[config.mk]
export PLATFORM = sky130hd
export DESIGN_NAME = matrix_source_rt_flat
export DESIGN_NICKNAME = d
export VERILOG_FILES = /design/src/rtl/matrix_source_rt_if.sv /design/src/rtl/matrix_source_rt.sv /design/src/flat_wrapper.sv
export SDC_FILE = /design/constraint.sdc
export NUM_CORES = 1
export LEC_CHECK = 0
export CAP_MARGIN = 25
export CELL_PAD_IN_SITES_DETAIL_PLACEMENT = 1
export CELL_PAD_IN_SITES_GLOBAL_PLACEMENT = 2
export CORE_MARGIN = 3
export CORE_UTILIZATION = 36
export CTS_BUF_LIST = sky130_fd_sc_hd__clkbuf_16
export DETAILED_ROUTE_END_ITERATION = 16
export DONT_BUFFER_PORTS = 1
export PLACE_DENSITY_LB_ADDON = 0.2
export SETUP_SLACK_MARGIN = 0.05
export SLEW_MARGIN = 20
export SYNTH_ARGS = -nofsm -noshare
export SYNTH_HDL_FRONTEND = slang
export SYNTH_SLANG_ARGS = --single-unit
[constraint.sdc]
create_clock -name clk -period 2.46 [get_ports clk]
set_input_delay 0.492 -clock clk [delete_from_list [all_inputs] [get_ports clk]]
set_output_delay 0.492 -clock clk [all_outputs]
set_load 0.02 [all_outputs]
[src/rtl/matrix_source_rt_if.sv]
// AXI-Stream word channel between the stimulus source and its sink.
interface matrix_source_rt_if;
    logic        tvalid;
    logic        tready;
    logic        tlast;
    logic [31:0] tdata;

    modport master (output tvalid, output tlast, output tdata, input tready);
    modport slave  (input tvalid, input tlast, input tdata, output tready);
endinterface

[src/rtl/matrix_source_rt.sv]
// Real-time AXI-Stream stimulus source: after enable and a start delay, sends
// Num_Frames frames of Num_Words words, with a stall watchdog.
module matrix_source_rt #(
    parameter int unsigned Num_Words          = 216,
    parameter int unsigned Num_Frames         = 4,
    parameter logic [31:0] Data_Value         = 32'd12,
    parameter int unsigned Pattern_Mode       = 0,
    parameter int unsigned Start_Delay        = 20,
    parameter int unsigned Gap_Cycles         = 8,
    parameter logic [19:0] Stop_Counter_Value = 20'd20000
) (
    input  logic                      clk,
    input  logic                      reset,
    input  logic                      enable,
    matrix_source_rt_if.master        input_r,
    output logic [3:0]                Frame_Counter,
    output logic                      Done,
    output logic                      Timeout
);

    typedef enum logic [2:0] {
        S_IDLE,
        S_DELAY,
        S_SEND,
        S_GAP,
        S_DONE,
        S_TIMEOUT
    } state_t;

    localparam logic [9:0]  LAST_IDX   = 10'(Num_Words - 1);
    localparam logic [3:0]  FRAMES     = 4'(Num_Frames);
    localparam logic [31:0] DELAY_LAST = 32'(Start_Delay - 1);
    localparam logic [31:0] GAP_LAST   = 32'(Gap_Cycles - 1);
    localparam logic [19:0] STALL_LAST = Stop_Counter_Value - 20'd1;

    state_t      state, state_n;
    logic [31:0] cnt, cnt_n;
    logic [9:0]  idx, idx_n, idx_inc;
    logic [19:0] stall, stall_n;
    logic        tvalid_q, tvalid_n;
    logic        tlast_q, tlast_n;
    logic [31:0] tdata_q, tdata_n;
    logic [3:0]  fc_q, fc_n, fc_inc;
    logic        done_q, done_n;
    logic        timeout_q, timeout_n;

    function automatic logic [31:0] word_at(input logic [9:0] i);
        return (Pattern_Mode != 0) ? Data_Value + {22'd0, i} : Data_Value;
    endfunction

    assign idx_inc = idx + 10'd1;
    assign fc_inc  = fc_q + 4'd1;

    always_ff @(posedge clk or posedge reset) begin
        if (reset) begin
            state     <= S_IDLE;
            cnt       <= '0;
            idx       <= '0;
            stall     <= '0;
            tvalid_q  <= 1'b0;
            tlast_q   <= 1'b0;
            tdata_q   <= '0;
            fc_q      <= '0;
            done_q    <= 1'b0;
            timeout_q <= 1'b0;
        end else begin
            state     <= state_n;
            cnt       <= cnt_n;
            idx       <= idx_n;
            stall     <= stall_n;
            tvalid_q  <= tvalid_n;
            tlast_q   <= tlast_n;
            tdata_q   <= tdata_n;
            fc_q      <= fc_n;
            done_q    <= done_n;
            timeout_q <= timeout_n;
        end
    end

    // Outputs are registered, so SEND entered from IDLE/DELAY spends one cycle
    // loading word 0; GAP preloads it so the idle gap is exactly Gap_Cycles.
    always_comb begin
        state_n   = state;
        cnt_n     = cnt;
        idx_n     = idx;
        stall_n   = stall;
        tvalid_n  = tvalid_q;
        tlast_n   = tlast_q;
        tdata_n   = tdata_q;
        fc_n      = fc_q;
        done_n    = done_q;
        timeout_n = timeout_q;

        case (state)
            S_IDLE: begin
                if (enable) begin
                    cnt_n   = '0;
                    idx_n   = '0;
                    state_n = (Start_Delay == 0) ? S_SEND : S_DELAY;
                end
            end
            S_DELAY: begin
                if (cnt == DELAY_LAST) begin
                    state_n = S_SEND;
                    cnt_n   = '0;
                end else begin
                    cnt_n = cnt + 32'd1;
                end
            end
            S_SEND: begin
                if (!tvalid_q) begin
                    tvalid_n = 1'b1;
                    tdata_n  = word_at(idx);
                    tlast_n  = (idx == LAST_IDX);
                end else if (input_r.tready) begin
                    stall_n = '0;
                    if (tlast_q) begin
                        fc_n  = fc_inc;
                        idx_n = '0;
                        if (fc_inc == FRAMES) begin
                            state_n  = S_DONE;
                            tvalid_n = 1'b0;
                            tlast_n  = 1'b0;
                            done_n   = 1'b1;
                        end else if (Gap_Cycles == 0) begin
                            tdata_n = word_at(10'd0);
                            tlast_n = (LAST_IDX == 10'd0);
                        end else begin
                            state_n  = S_GAP;
                            cnt_n    = '0;
                            tvalid_n = 1'b0;
                            tlast_n  = 1'b0;
                        end
                    end else begin
                        idx_n   = idx_inc;
                        tdata_n = word_at(idx_inc);
                        tlast_n = (idx_inc == LAST_IDX);
                    end
                end else if (stall == STALL_LAST) begin
                    state_n   = S_TIMEOUT;
                    stall_n   = '0;
                    tvalid_n  = 1'b0;
                    tlast_n   = 1'b0;
                    timeout_n = 1'b1;
                end else begin
                    stall_n = stall + 20'd1;
                end
            end
            S_GAP: begin
                if (cnt == GAP_LAST) begin
                    state_n  = S_SEND;
                    cnt_n    = '0;
                    tvalid_n = 1'b1;
                    tdata_n  = word_at(10'd0);
                    tlast_n  = (LAST_IDX == 10'd0);
                end else begin
                    cnt_n = cnt + 32'd1;
                end
            end
            S_DONE, S_TIMEOUT: begin
            end
            default: state_n = S_IDLE;
        endcase
    end

    assign input_r.tvalid = tvalid_q;
    assign input_r.tlast  = tlast_q;
    assign input_r.tdata  = tdata_q;
    assign Frame_Counter  = fc_q;
    assign Done           = done_q;
    assign Timeout        = timeout_q;

endmodule
[src/flat_wrapper.sv]
// flat-port wrapper written by rule: the top's interface ports become plain ports
module matrix_source_rt_flat 
#(
    parameter int unsigned Num_Words          = 216,
    parameter int unsigned Num_Frames         = 4,
    parameter logic [31:0] Data_Value         = 32'd12,
    parameter int unsigned Pattern_Mode       = 0,
    parameter int unsigned Start_Delay        = 20,
    parameter int unsigned Gap_Cycles         = 8,
    parameter logic [19:0] Stop_Counter_Value = 20'd20000
)
  (clk, reset, enable, Frame_Counter, Done, Timeout, input_r_tvalid, input_r_tlast, input_r_tdata, input_r_tready);
  matrix_source_rt_if input_r_i ();
  input  logic clk;
  input  logic reset;
  input  logic enable;
  output logic [3:0] Frame_Counter;
  output logic Done;
  output logic Timeout;
  output wire logic [$bits(input_r_i.tvalid)-1:0] input_r_tvalid;
  output wire logic [$bits(input_r_i.tlast)-1:0] input_r_tlast;
  output wire logic [$bits(input_r_i.tdata)-1:0] input_r_tdata;
  input wire logic [$bits(input_r_i.tready)-1:0] input_r_tready;
  assign input_r_tvalid = input_r_i.tvalid;
  assign input_r_tlast = input_r_i.tlast;
  assign input_r_tdata = input_r_i.tdata;
  assign input_r_i.tready = input_r_tready;
  matrix_source_rt #(.Num_Words(Num_Words), .Num_Frames(Num_Frames), .Data_Value(Data_Value), .Pattern_Mode(Pattern_Mode), .Start_Delay(Start_Delay), .Gap_Cycles(Gap_Cycles), .Stop_Counter_Value(Stop_Counter_Value)) u_core (.clk(clk), .reset(reset), .enable(enable), .input_r(input_r_i), .Frame_Counter(Frame_Counter), .Done(Done), .Timeout(Timeout));
endmodule
Word-level counts from Yosys, hierarchy flattened
Index checks and enable logic that the tools add are counted.
{"block": "word_totals", "register_bits": 105, "in_bits": 4, "out_inout_bits": 40, "elab_cells": 95}
{"block": "classes", "n_addsub": 4, "n_eq_ne": 23, "muxes": 41, "bitwise": 2, "n_reduce_logical": 15}
{"op": "32-bit two-way mux", "n": 11}
{"op": "32-bit case mux with 4 select lines", "n": 1}
{"op": "32-bit case mux with 2 select lines", "n": 1}
{"op": "10-bit two-way mux", "n": 4}
{"op": "20-bit two-way mux", "n": 2}
{"op": "32-bit by 1-bit adder with 32-bit output, second input constant", "n": 1}
{"op": "32-bit by 3-bit == test with 1-bit output, second input constant", "n": 1}
{"op": "32-bit by 5-bit == test with 1-bit output, second input constant", "n": 1}
{"op": "3-bit two-way mux", "n": 8}
{"op": "20-bit by 1-bit adder with 20-bit output, second input constant", "n": 1}
{"op": "10-bit by 8-bit == test with 1-bit output, second input constant", "n": 2}
{"op": "20-bit by 15-bit == test with 1-bit output, second input constant", "n": 1}
{"op": "10-bit case mux with 2 select lines", "n": 1}
{"op": "4-bit AND reduction", "n": 4}
{"op": "3-bit case mux with 5 select lines", "n": 1}
{"op": "10-bit by 1-bit adder with 10-bit output, second input constant", "n": 1}
{"op": "1-bit two-way mux", "n": 10}
{"op": "2-bit by 1-bit inequality test with 1-bit output, second input constant", "n": 4}
{"op": "7-bit AND reduction", "n": 1}
{"op": "3-bit by 2-bit == test with 1-bit output, second input constant", "n": 2}
{"op": "3-bit == test, second input constant", "n": 2}
{"op": "2-bit inequality test, second input constant", "n": 3}
{"op": "3-bit by 2-bit inequality test with 1-bit output, second input constant", "n": 2}
{"op": "3-bit inequality test, second input constant", "n": 2}
{"op": "14 further kinds", "n": 18}

Logic depth before layout (Yosys ltp)
{"block": "logic_depth", "depth_word": 7, "mapped_depth": 8, "mapped_depth_nobuf": 6}

Worst setup path before layout
OpenSTA, ideal clock, no wires.
{"block": "synth_path", "path_kind": "register to register", "from": "register u_core.fc_q[0] (netlist: u_core.Frame_Counter[0])", "to": "register u_core.cnt[30]", "arrival_time_ps": 2435, "path_slack_ps": -53, "stages_incl_launch_ff": 8, "path_buffers": 1, "path_cell_list": "dfrtp_1 > ha_1 > nor3b_2 > o211a_4 > or4b_1 > clkbuf_1 > or4_1 > a21oi_1"}
{"block": "synth_between", "elab_chain_cells": 4}
{"item": "start: declaration", "line_no": "matrix_source_rt.sv:43", "text": "logic [3:0] fc_q, fc_n, fc_inc;"}
{"item": "start signal: assignment", "line_no": "matrix_source_rt.sv:74", "text": "fc_q <= fc_n;"}
{"item": "4-bit by 1-bit adder with 4-bit output", "line_no": "matrix_source_rt.sv:52", "text": "assign fc_inc = fc_q + 4'd1;"}
{"item": "4-bit by 3-bit == test with 1-bit output", "line_no": "matrix_source_rt.sv:120", "text": "if (fc_inc == FRAMES) begin"}
{"item": "2-bit inequality test (no line)"}
{"item": "6-bit AND reduction (no line)"}
{"item": "end signal: assignment", "line_no": "matrix_source_rt.sv:68", "text": "cnt <= cnt_n;"}
{"item": "end: declaration", "line_no": "matrix_source_rt.sv:37", "text": "logic [31:0] cnt, cnt_n;"}
No other way between the ends.
A chain may end at the register's enable or synchronous reset.

Final worst setup path
{"block": "layout_path", "from": "register u_core.fc_q[0] (netlist: u_core.Frame_Counter[0])", "to": "register u_core.cnt[31]"}
Same word-level chain as after synthesis.

==> impl_results.md <==
* CTS Buf Count at 9
* DR vias/cell at between 5 and 6
* Ant diodes at 0
* Max cap viols at 0
* I/O Pins at 44
* Worst setup margin at between 100 and 150 ps
* Worst-Skew Late Latency at approximately 340 ps
* Peak supply drop at 0.0004393 V
* CTS Buffer Depth at 2
* DRT iter0 DRCs at between 200 and 250
* Share of cells above drive strength 1 at between 15 and 20%
* # DRC at 0
* Die area at 0.01396 mm2
* Nets at about 550
* Pwr Density at between 800 and 900 mW/mm2
* Final min period at ~2300 ps
* GRT Util Overall at 18.41%
* Initial antenna violation count at 0
* Syn Inst Count at about 520
* Final HPWL DP at about 8.7 mm
* Buf/Inv on CP at 1
* H-Tree Depth at 3
* First-pass GRT wire length at roughly 21 mm
* Starting Density at roughly 37%
* Setup TNS at 0 ps
* Largest net degree at the start of global routing at between 40 and 50
* Vias in the first global route at roughly 4,000
* Yosys reg bits at 74
* Crit Path Class: register to register
* Area delta synth->final at 15.06%
* Core ar. at 0.01216 mm2
* Crit-path slowest cell: or4_1
* # clock sinks at 74
* Post-synth EDFFs at 0
* Hold WC Path Type: input port to asynchronous set/reset pin
* Routed wire length at ~12 mm
* Critical-path cell list: ha_2, nor3b_2, o211a_4, buf_4, or3_4, or4_1, a21oi_1
* CP max stage delay at roughly 530 ps
* Vias at 3,906
* Crit-path leading delay family: simple AND/OR/NAND/NOR gates
* Pre-CTS setup slack at 45.21 ps
* PortBufs at 0
* Slew at the pin with the worst max-slew slack at 670.9 ps
* Placed cells at 700
* Register area share after synthesis at between 40% and 50%
* Design area at roughly 0.0052 mm2
* Unrepaired setup endpoints after global routing: true
* Worst Path Arrival at 2580 ps
* Fin cells at between 700 and 800
* CTS root buffer: clkbuf_16
* DR pass1 iterations at 4
* CTS tree: yes
* Hold-fix buffers, CTS at 0
* Synth warnings at 0
* Fmax at 431.5 MHz
* Cell row count at 40
* Endpoints failing setup at 0
* Post-synthesis async set-or-reset flop share at between 90% and 100%
* Top_reg_cell synth: dfrtp_1
* Synth area leaders: dfrtp_1 (41%), buf_4 (5.8%), nand2_1 (4.2%)
* CTS clk-pin slew, worst paths at about 60 ps
* Chip width at 118.1 um
* GR Overflow Total at 0
* Final setup skew at about 5.9 ps
* Post-synth top area cell: dfrtp_1
* CP endpoint kind: register
* Final Max Slew Viols at 0
* Final core utilization at between 40% and 50%
* P_leak at approximately 2.2 nW
* WL/cell at between 15 and 20 um
* Worst rel slew slack at 54.86%
* Post-route ant nets at 0
* Synthesized area per cell at roughly 9 um2
* Post-DP Area at about 0.0048 mm2
* Chip height at 118.1 um
* Netlist cell types at 62
* Final period utilization at 94.21%
* Fin. Hold Viols at 0
* Share of the synthesized area in the top cell type at between 40% and 50%
* Startpoint Class: register
* Run status: complete, no violations
* Crit Path Max Fanout at 7
* Data required time of the worst path at ~2700 ps
* GP Congestion at between 0.8 and 0.9
* Synthesized cell area at around 0.0045 mm2
[final timing paths]
path,slack [ps],cells past startpoint,start,endpoint
hold / removal,110,1,reset,u_core.stall[8]
hold reg to reg,490,1,u_core.stall[18],u_core.stall[18]
setup reg to reg,140,7,u_core.Frame_Counter[0],u_core.cnt[31]
setup / recovery,140,7,u_core.Frame_Counter[0],u_core.cnt[31]
max in group asynchronous,1670,2,reset,u_core.cnt[9]
min in group clk,310,2,input_r_tready,u_core.state[1]
[registers in the layout, summed over array words and instances (netlist names)]
signal and flops:
u_core.state 3, u_core.Timeout 1, u_core.cnt 32, u_core.input_r.tdata 1
u_core.idx 10, u_core.stall 20, u_core.Frame_Counter 4, u_core.input_r.tlast 1
u_core.input_r.tvalid 1, u_core.Done 1
[area by class of cell]
| class | instances | area, um2 |
|---|---|---|
| Fill cell | 1446 | 6953 |
| Clock inverter | 7 | 107.6 |
| Clock buffer | 9 | 225.2 |
| Tap cell | 168 | 210.2 |
| Multi-Input combinational cell | 407 | 2430 |
| Inverter | 12 | 48.80 |
| Timing Repair Buffer | 40 | 325.3 |
| Sequential cell | 74 | 1862 |
[power by group]
part / total (mW) / switching (mW) / leakage [nW] / internal (mW)
Clock: 1.50 / 0.524 / 0.164 / 0.980
Combinational: 1.36 / 0.861 / 1.09 / 0.503
Sequential: 1.55 / 0.190 / 0.989 / 1.36
Total: 4.42 / 1.57 / 2.25 / 2.84
[repair_timing]
item,in CTS,in global routing
endpoints found under the hold margin,0,0
buffers inserted,0,1
pin swaps,0,2
resized for setup,1,9
setup endpoints to repair,1,28
[worst reg2reg max path, cell delays in order (launching register included)]
cell and delay [ps]:
dfrtp_2 400, ha_2 190, nor3b_2 170, o211a_4 230, buf_4 160, or3_4 410
or4_1 530, a21oi_1 150
[cell families after synthesis]
logic type,Yosys count,share of synthesized area (%)
other,1,0.08284
DFF,74,40.91
and+or+nand+nor,233,28.05
adders and majority gates,5,1.382
muxes,4,0.9397
xor gates and xnor gates,24,4.643
AOI/OAI and AO/OA,111,15.56
buffers and inverters,66,8.430
[synthesized netlist by cell type, types with 3 or more instances]
library cell and number:
a21o_1 4, a21oi_1 20, a22o_1 5, a31oi_1 12, and3_1 15, and4_1 5
buf_4 35, clkbuf_1 15, dfrtp_1 74, ha_1 5, inv_1 12, nand2_1 51
nand2b_1 12, nand3_1 28, nand4_1 18, nor2_1 38, nor2b_1 5, nor3_1 9
nor4_1 17, o211ai_1 3, o21ai_0 34, o21ai_1 9, o31ai_1 5, or3_1 7
or4_1 4, or4b_1 3, xnor2_1 13, xor2_1 11
[cells in the final DEF, fill, tap and decap left out, drive strengths merged, types with 3 or more instances in the layout]
| master | netlist | routed |
|---|---|---|
| dfrtp | 74 | 74 |
| nand2 | 51 | 51 |
| o21ai | 43 | 43 |
| buf | 39 | 40 |
| nor2 | 38 | 38 |
| conb | 1 | 30 |
| nand3 | 28 | 28 |
| a21oi | 20 | 20 |
| nand4 | 20 | 20 |
| nor4 | 17 | 17 |
| and3 | 16 | 16 |
| nand2b | 14 | 14 |
| xnor2 | 13 | 13 |
| a31oi | 12 | 12 |
| inv | 12 | 11 |
| xor2 | 11 | 11 |
| nor3 | 9 | 9 |
| clkbuf | 15 | 9 |
| or3 | 8 | 8 |
| and4 | 6 | 6 |
| a22o | 5 | 5 |
| nor2b | 5 | 5 |
| o31ai | 5 | 5 |
| ha | 5 | 5 |
| a21o | 4 | 4 |
| or4 | 4 | 4 |
| clkinv | 0 | 4 |
| o211ai | 3 | 3 |
| bufinv | 0 | 3 |
| or4b | 3 | 3 |
| nor3b | 3 | 3 |
| or2 | 3 | 3 |
| a21boi | 3 | 3 |
| o41ai | 3 | 3 |
[metal layers]
| layer | vias up | global-route usage, % | part of all wire, % |
|---|---|---|---|
| li1 | 1879 | - | - |
| met1 | 1963 | 24.24 | 48 |
| met5 | - | 0 | 0 |
| met2 | 54 | 29.94 | 47 |
| met4 | 0 | 6.007 | 1.4 |
| met3 | 10 | 4.258 | 3.3 |
[stage by stage]
step	total power, mW	hold WS (ps)
5_1_grt	4.724	149.7
6_report	4.418	109.7
4_1_cts	4.457	111.2
3_5_place_dp	2.913	483.4
3_3_place_gp	2.869	479.2
2_1_floorplan	2.424	465.7
(Power assumes the default switching activity.)
